--- src/rtl/dmem_arbiter.sv ---
// Data-memory bus arbiter: the CPU owns the bus by default; NCH DMA channels
// request it with level-sensitive hold lines and are granted one at a time.
// Policy is fixed priority (channel 0 highest) or round-robin. An optional
// burst limit forces the bus back to the CPU. Every grant is followed by a
// one-cycle RELEASE and a one-cycle IDLE, so the CPU gets at least two cycles.
module dmem_arbiter #(
  parameter int unsigned NCH       = 2,
  parameter int unsigned DW        = 32,
  parameter int unsigned AW        = 32,
  parameter int unsigned RR        = 1,
  parameter int unsigned MAX_BURST = 0,
  localparam int unsigned GW       = (NCH > 1) ? $clog2(NCH) : 1
) (
  input  logic              clk,
  input  logic              rst,
  input  logic              cpu_we,
  input  logic [AW-1:0]     cpu_addr,
  input  logic [DW-1:0]     cpu_wd,
  input  logic [NCH-1:0]    hold,
  input  logic [NCH-1:0]    dma_we,
  input  logic [NCH*AW-1:0] dma_addr,
  input  logic [NCH*DW-1:0] dma_wd,
  output logic [NCH-1:0]    hold_ack,
  output logic              cpu_stall,
  output logic [GW-1:0]     grant_id,
  output logic              dmem_we,
  output logic [AW-1:0]     dmem_addr,
  output logic [DW-1:0]     dmem_wd
);

  // Burst counter only needs to reach MAX_BURST-1; it saturates at all-ones.
  localparam int unsigned CW = (MAX_BURST > 1) ? $clog2(MAX_BURST) : 1;

  typedef enum logic [1:0] {
    ST_IDLE    = 2'd0,
    ST_GRANT   = 2'd1,
    ST_RELEASE = 2'd2
  } state_e;

  state_e          state_q,     state_d;
  logic [NCH-1:0]  hold_ack_q,  hold_ack_d;
  logic            cpu_stall_q, cpu_stall_d;
  logic [GW-1:0]   grant_id_q,  grant_id_d;
  logic [GW-1:0]   rr_ptr_q,    rr_ptr_d;
  logic [CW-1:0]   burst_cnt_q, burst_cnt_d;

  logic [GW-1:0]   win_lo_s;     // lowest-index requester
  logic [GW-1:0]   win_hi_s;     // lowest requester at or above rr_ptr
  logic            win_hi_found_s;
  logic [GW-1:0]   winner_s;
  logic [NCH-1:0]  win_onehot_s;
  logic [GW-1:0]   next_ptr_s;
  logic            hold_sel_s;   // hold line of the granted channel
  logic            burst_hit_s;
  logic            sel_we_s;
  logic [AW-1:0]   sel_addr_s;
  logic [DW-1:0]   sel_wd_s;

  // Winner search: scanning downward lets the lowest qualifying index win.
  // The round-robin wrap is the "at or above pointer" search falling back
  // to the plain lowest-index search.
  always_comb begin
    win_lo_s       = '0;
    win_hi_s       = '0;
    win_hi_found_s = 1'b0;
    for (int i = int'(NCH) - 1; i >= 0; i--) begin
      win_lo_s       = hold[i] ? GW'(i) : win_lo_s;
      win_hi_s       = (hold[i] && (GW'(i) >= rr_ptr_q)) ? GW'(i) : win_hi_s;
      win_hi_found_s = win_hi_found_s | (hold[i] & (GW'(i) >= rr_ptr_q));
    end
    winner_s   = ((RR != 0) && win_hi_found_s) ? win_hi_s : win_lo_s;
    next_ptr_s = (winner_s == GW'(NCH - 1)) ? '0 : (winner_s + GW'(1));
    for (int i = 0; i < int'(NCH); i++) begin
      win_onehot_s[i] = (winner_s == GW'(i));
    end
  end

  // Select the granted channel's request and memory-access slice.
  always_comb begin
    hold_sel_s = 1'b0;
    sel_we_s   = 1'b0;
    sel_addr_s = '0;
    sel_wd_s   = '0;
    for (int i = 0; i < int'(NCH); i++) begin
      hold_sel_s = (grant_id_q == GW'(i)) ? hold[i]               : hold_sel_s;
      sel_we_s   = (grant_id_q == GW'(i)) ? dma_we[i]             : sel_we_s;
      sel_addr_s = (grant_id_q == GW'(i)) ? dma_addr[i*AW +: AW]  : sel_addr_s;
      sel_wd_s   = (grant_id_q == GW'(i)) ? dma_wd[i*DW +: DW]    : sel_wd_s;
    end
    burst_hit_s = (MAX_BURST != 0) && (burst_cnt_q == CW'(MAX_BURST - 1));
  end

  // Next-state logic for the IDLE -> GRANT -> RELEASE cycle.
  always_comb begin
    state_d     = state_q;
    hold_ack_d  = hold_ack_q;
    grant_id_d  = grant_id_q;
    rr_ptr_d    = rr_ptr_q;
    burst_cnt_d = burst_cnt_q;
    case (state_q)
      ST_IDLE: begin
        if (|hold) begin
          state_d     = ST_GRANT;
          hold_ack_d  = win_onehot_s;
          grant_id_d  = winner_s;
          burst_cnt_d = '0;
          rr_ptr_d    = (RR != 0) ? next_ptr_s : rr_ptr_q;
        end else begin
          state_d = ST_IDLE;
        end
      end
      ST_GRANT: begin
        // A hold drop and a burst-limit hit in the same cycle look identical.
        if (!hold_sel_s || burst_hit_s) begin
          state_d    = ST_RELEASE;
          hold_ack_d = '0;
        end else begin
          state_d     = ST_GRANT;
          burst_cnt_d = (burst_cnt_q == '1) ? burst_cnt_q : (burst_cnt_q + CW'(1));
        end
      end
      ST_RELEASE: begin
        state_d = ST_IDLE;
      end
      default: begin
        state_d    = ST_IDLE;
        hold_ack_d = '0;
      end
    endcase
    cpu_stall_d = |hold_ack_d;
  end

  // State and grant registers; reset drops the grant asynchronously.
  always_ff @(posedge clk or posedge rst) begin
    if (rst) begin
      state_q     <= ST_IDLE;
      hold_ack_q  <= '0;
      cpu_stall_q <= 1'b0;
      grant_id_q  <= '0;
      rr_ptr_q    <= '0;
      burst_cnt_q <= '0;
    end else begin
      state_q     <= state_d;
      hold_ack_q  <= hold_ack_d;
      cpu_stall_q <= cpu_stall_d;
      grant_id_q  <= grant_id_d;
      rr_ptr_q    <= rr_ptr_d;
      burst_cnt_q <= burst_cnt_d;
    end
  end

  // Memory-path mux: granted channel in GRANT, CPU otherwise, no pipelining.
  always_comb begin
    if (state_q == ST_GRANT) begin
      dmem_we   = sel_we_s;
      dmem_addr = sel_addr_s;
      dmem_wd   = sel_wd_s;
    end else begin
      dmem_we   = cpu_we;
      dmem_addr = cpu_addr;
      dmem_wd   = cpu_wd;
    end
  end

  assign hold_ack  = hold_ack_q;
  assign cpu_stall = cpu_stall_q;
  assign grant_id  = grant_id_q;

endmodule

--- config.mk ---
export PLATFORM = sky130hd
export DESIGN_NAME = dmem_arbiter
export DESIGN_NICKNAME = d
export VERILOG_FILES = /design/src/rtl/dmem_arbiter.sv
export SDC_FILE = /design/constraint.sdc
export NUM_CORES = 1
export LEC_CHECK = 0
export CORE_AREA = 2 2 102 104
export DETAILED_ROUTE_END_ITERATION = 10
export DIE_AREA = 0 0 104 106
export HOLD_SLACK_MARGIN = 0.05
export PLACE_DENSITY = 0.64
export SLEW_MARGIN = 20
export SYNTH_ARGS = -nofsm -noshare
export SYNTH_HDL_FRONTEND = slang
export SYNTH_SLANG_ARGS = --single-unit
--- constraint.sdc ---
create_clock -name clk -period 1.7 [get_ports clk]
set_clock_uncertainty 0.1 [all_clocks]
set_input_delay 0.255 -clock clk [delete_from_list [all_inputs] [get_ports clk]]
set_output_delay 0.255 -clock clk [all_outputs]
set_load 0.03 [all_outputs]
Word-level counts from Yosys, hierarchy flattened

Index checks and enable logic that the tools add are counted.

Register bits: 7
Bits in latches: 0
Memory bits (writable): 0
Bits in read-only memories: 0
Bits of input ports: 199
Output and inout bits: 69
Logic and storage cells: 39
Memories: 0

Add/subtract/negate cells: 1
Multiply operators: 0
Div/mod/pow operators: 0
Magnitude comparators: 2
Eq/ne operators: 2
Shift-type cells: 0
Mux-type cells: 19
Bitwise gates (word level): 4
Reduce and logical (&&, ||, !) cells: 6

Operators with widths:

| operator                                       | number |
|---|---|
| 2-to-1 mux 32 bit                              | 4 |
| 2-to-1 mux 1 bit                               | 10 |
| 2-to-1 mux 2 bit                               | 3 |
| case mux 2 bit (3 select lines)                | 1 |
| case mux 2 bit (2 select lines)                | 1 |
| OR reduction 2 bit                             | 2 |
| AND 1 bit                                      | 2 |
| == test 2 x 1 -> 1 bit (second input constant) | 1 |
| == test 2 bit (second input constant)          | 1 |
| >= comparator 1 bit (first input constant)     | 2 |
| logical AND 1 bit                              | 2 |
| zero test 2 bit                                | 1 |
| AND reduction 2 bit                            | 1 |
| adder 1 bit (second input constant)            | 1 |
| inverter 1 bit                                 | 1 |
| bitwise OR 1 bit                               | 1 |

Longest topological paths before layout

Depth in word-level cells: 9
Depth in mapped cells: 6
Gate-level depth less buffers: 4

Worst setup path before layout

No wires, ideal clock.

Path kind: reg2out
From: register grant_id_q, in the netlist grant_id
To: output port dmem_addr[0]
Arrival time: 1.834 ns
Path slack: -0.489 ns
Cell stages (with the launch flop): 6
Path through: dfrtp_1 clkbuf_1 buf_2 buf_2 mux2i_1 a21oi_1

Word-level cells in the longest chain between the ends: 2

Ends and longest elaborated chain:

| element                | line | source |
|---|---|---|
| start, declared        | 43   | `logic [GW-1:0] grant_id_q, grant_id_d;` |
| start signal, assigned | 146  | `grant_id_q <= grant_id_d;` |
| 2-to-1 mux 32 bit      | 87   | `sel_addr_s = (grant_id_q == GW'(i)) ? dma_addr[i*AW +: AW] : sel_addr_s;` |
| 2-to-1 mux 32 bit      | 154  | `if (state_q == ST_GRANT) begin` |
| end, declared          | 27   | `output logic [AW-1:0] dmem_addr,` |

No other way between the ends.

Worst setup path in the final report

From: register grant_id_q, in the netlist grant_id
To: output port dmem_addr[9]

The elaborated chain is that of the path after synthesis.

==> flow_summary.json <==
{
  "place_area_um2": 5320,
  "multi_input_area_um2": 2310,
  "grt_pass1_vias": 3196,
  "grt_usage_pct": 18.4,
  "status": "finished with violations",
  "grt_max_degree": 27,
  "hold_viol_final": 0,
  "violations": "negative setup slack",
  "synth_top_area_share_pct": 39.6,
  "grt_setup_unrepaired": "yes",
  "arrival_ns": 1.54,
  "num_rows": 37,
  "slew-limit-headroom_pct": 77.2,
  "power.density_nw_per_um2": 1920,
  "synth-edff-count": 0,
  "die_area_um2": 11000,
  "r2r_end": "cpu_stall$_DFF_PP0_",
  "hp-class": "primary input to async pin",
  "yosysSeqAreaShare_pct": 10.7,
  "fin_area_um2": 6200,
  "worst_pin_slew_ns": 0.341,
  "drt_first_iter_violations": 72,
  "yosysUniqueCellTypes": 20,
  "cp.required_ns": 1.34,
  "h-tree-depth": 1,
  "regToRegSetupSlack_ns": -0.16,
  "yosys_warnings": 0,
  "cp-end-kind": "output pin",
  "clk_pin_slew_ns": 0.04,
  "synth_ff_type": "dfrtp_1",
  "numPortBuffers": 267,
  "period_minus_slack_ns": 1.90,
  "synth_nets": 448,
  "drc": 0,
  "ys_top_cells_by_area": "mux2i_1 40%, a21oi_1 20%, nor2_1 16%, dfrtp_1 11%, buf_2 4.6%",
  "holdWs_ns": 0.150,
  "syn2layout_area_growth_pct": 277,
  "hpwl_um": 8200,
  "syn_avg_cell_area_um2": 6.59,
  "antenna_found_initial": 0,
  "fin_setup_tns_ns": -9.21,
  "n_antenna_cell": 0,
  "totalWireLength_um": 11200,
  "cts_tree": "built",
  "clk_path_buf_depth": 2,
  "postRouteAntennaNets": 0,
  "core_um2": 10000,
  "clock_sink_count": 7,
  "rr_worst_depth": 5,
  "cp-startpoint": "grant_id$_DFFE_PP0N_",
  "ys_ff_latch": 7,
  "firstDrtPassIters": 4,
  "yosysMostFrequentCell": "nor2_1",
  "fillers": 809,
  "netlist_area_um2": 1640,
  "start_util_pct": 16.4,
  "fin_crit_sh_pct": 112,
  "fmax_ghz": 0.527,
  "crit_type": "register to output pin",
  "cts_root_buf": "clkbuf_8",
  "synth_top_area_cell": "mux2i_1",
  "cp_max_fo": 22,
  "ctsHoldBuffers": 0,
  "worst_slack_ns": -0.198,
  "num_io_pins": 268,
  "slew_viol_final": 0,
  "routedWlPerCell_um": 16.4,
  "ys_async_sr_fraction_pct": 100,
  "grt_pass1_wl_um": 16400,
  "vias_per_cell": 4.55,
  "setup_viol": 67,
  "vias": 3102,
  "clock_latency_ns": 0.23,
  "vdd_drop_max_uv": 1050,
  "place.gp.congestion": 0.847,
  "synthCells": 249,
  "power_mw": 11.9,
  "fp.dieH_um": 106,
  "slowest_stage": "dfrtp_4",
  "fp.dieW_um": 104,
  "cp-start-kind": "register",
  "leakagePower_nw": 2.39,
  "overflow": 0,
  "regArea_um2": 179,
  "cts-buffers-inserted": 3,
  "crit_chain": "buf_12 -> mux2i_2 -> a21oi_4 -> buf_4",
  "num-nets-final": 746,
  "place_worst_setup_slack_ns": -0.164,
  "synth.top_cells.by_count": "69 x nor2_1, 67 x a21oi_1, 65 x mux2i_1, 15 x buf_2, 8 x clkbuf_1",
  "worst_path_largest_cell_delay_ns": 0.50,
  "drv_cap": 0,
  "drive_above_1_share_pct": 47.8,
  "worstReg2RegStart": "grant_id$_DFFE_PP0N_"
}
==> placed cells by master (no fill, tap or decap), types with 6 or more instances in the layout <==
| cell type | Yosys | routed |
|---|---|---|
| clkdlybuf4s50_1 | 0 | 200 |
| buf_6 | 0 | 56 |
| a21oi_4 | 0 | 49 |
| nor2_1 | 69 | 35 |
| mux2i_2 | 0 | 31 |
| buf_4 | 0 | 31 |
| nor2_2 | 0 | 29 |
| mux2i_1 | 65 | 25 |
| a21oi_2 | 0 | 16 |
| buf_12 | 0 | 16 |
| mux2i_4 | 0 | 9 |
| dfrtp_1 | 7 | 6 |
==> sequential cells by signal, indices dropped and copies added (netlist names) <==
signal	flops
cpu_stall	1
grant_id	1
hold_ack	2
rr_ptr_q	1
state_q	2
==> cell type report <==
cell class	instances	share of cell area [%]
Multi-Input combinational cell	216	37.3
Inverter	3	0.182
Timing Repair Buffer	316	56.1
Sequential cell	7	2.89
Tap cell	136	2.75
Clock buffer	4	0.727
==> metal layers <==
layer / share of wire [%] / vias to the layer above / track usage (%)
li1: - / 1480 / -
met2: 53 / 176 / 34.5
met3: 7.2 / 16 / 4.54
met4: 2.1 / 0 / 5.50
met5: 0 / - / 0
met1: 38 / 1430 / 20.6
==> through the flow <==
| stage | instances | utilization (%) |
|---|---|---|
| after global routing | 682 | 62.0 |
| after global placement | 657 | 53.2 |
| final | 682 | 62.0 |
| after detailed placement | 657 | 53.2 |
| after floorplan | 249 | - |
| after CTS | 670 | 58.3 |
==> repair_timing <==
item / CTS / global route
endpoints found under the setup margin: 67 / 66
hold endpoints to repair: 0 / 0
pin swaps: 1 / 6
resized for setup: 82 / 53
setup buffers: 4 / 9
gates cloned: 5 / 4
==> logic make-up (layout without fill, tap and decap cells) <==
group                  count (synthesis)  in the layout  share of synthesized area [%]
AND/OR/NAND/NOR                       76             76                           18.1
AO/OA/AOI/OAI                         74             74                           23.6
buffers and inverters                 26            323                           7.09
flip-flops                             7              7                           10.7
multiplexers                          66             66                           40.5
==> how the worst max path moves through the flow <==
stage	end	slack (ns)	cells past startpoint
floorplan	cpu_stall$_DFF_PP0_	-0.06	5
global placement	cpu_stall$_DFF_PP0_	-0.12	5
detailed placement	cpu_stall$_DFF_PP0_	-0.16	5
CTS	dmem_wd[13]	-0.22	4
global route	dmem_addr[9]	-0.25	4
finish	dmem_addr[9]	-0.20	4
==> report_power, final <==
part           total, mW  switching (mW)  internal, mW
clock network      0.240          0.0770         0.163
logic               11.3            5.70          5.62
registers          0.362           0.105         0.257
total               11.9            5.88          6.04
==> critical path, delay by kind of cell (launching register included) <==
family                 cells  cell delay (ns)
DFF                        1             0.50
AOI/OAI and AO/OA          1             0.08
muxes                      1             0.30
buffers and inverters      2             0.41
No activity file was read; power rests on OpenSTA's default activity.
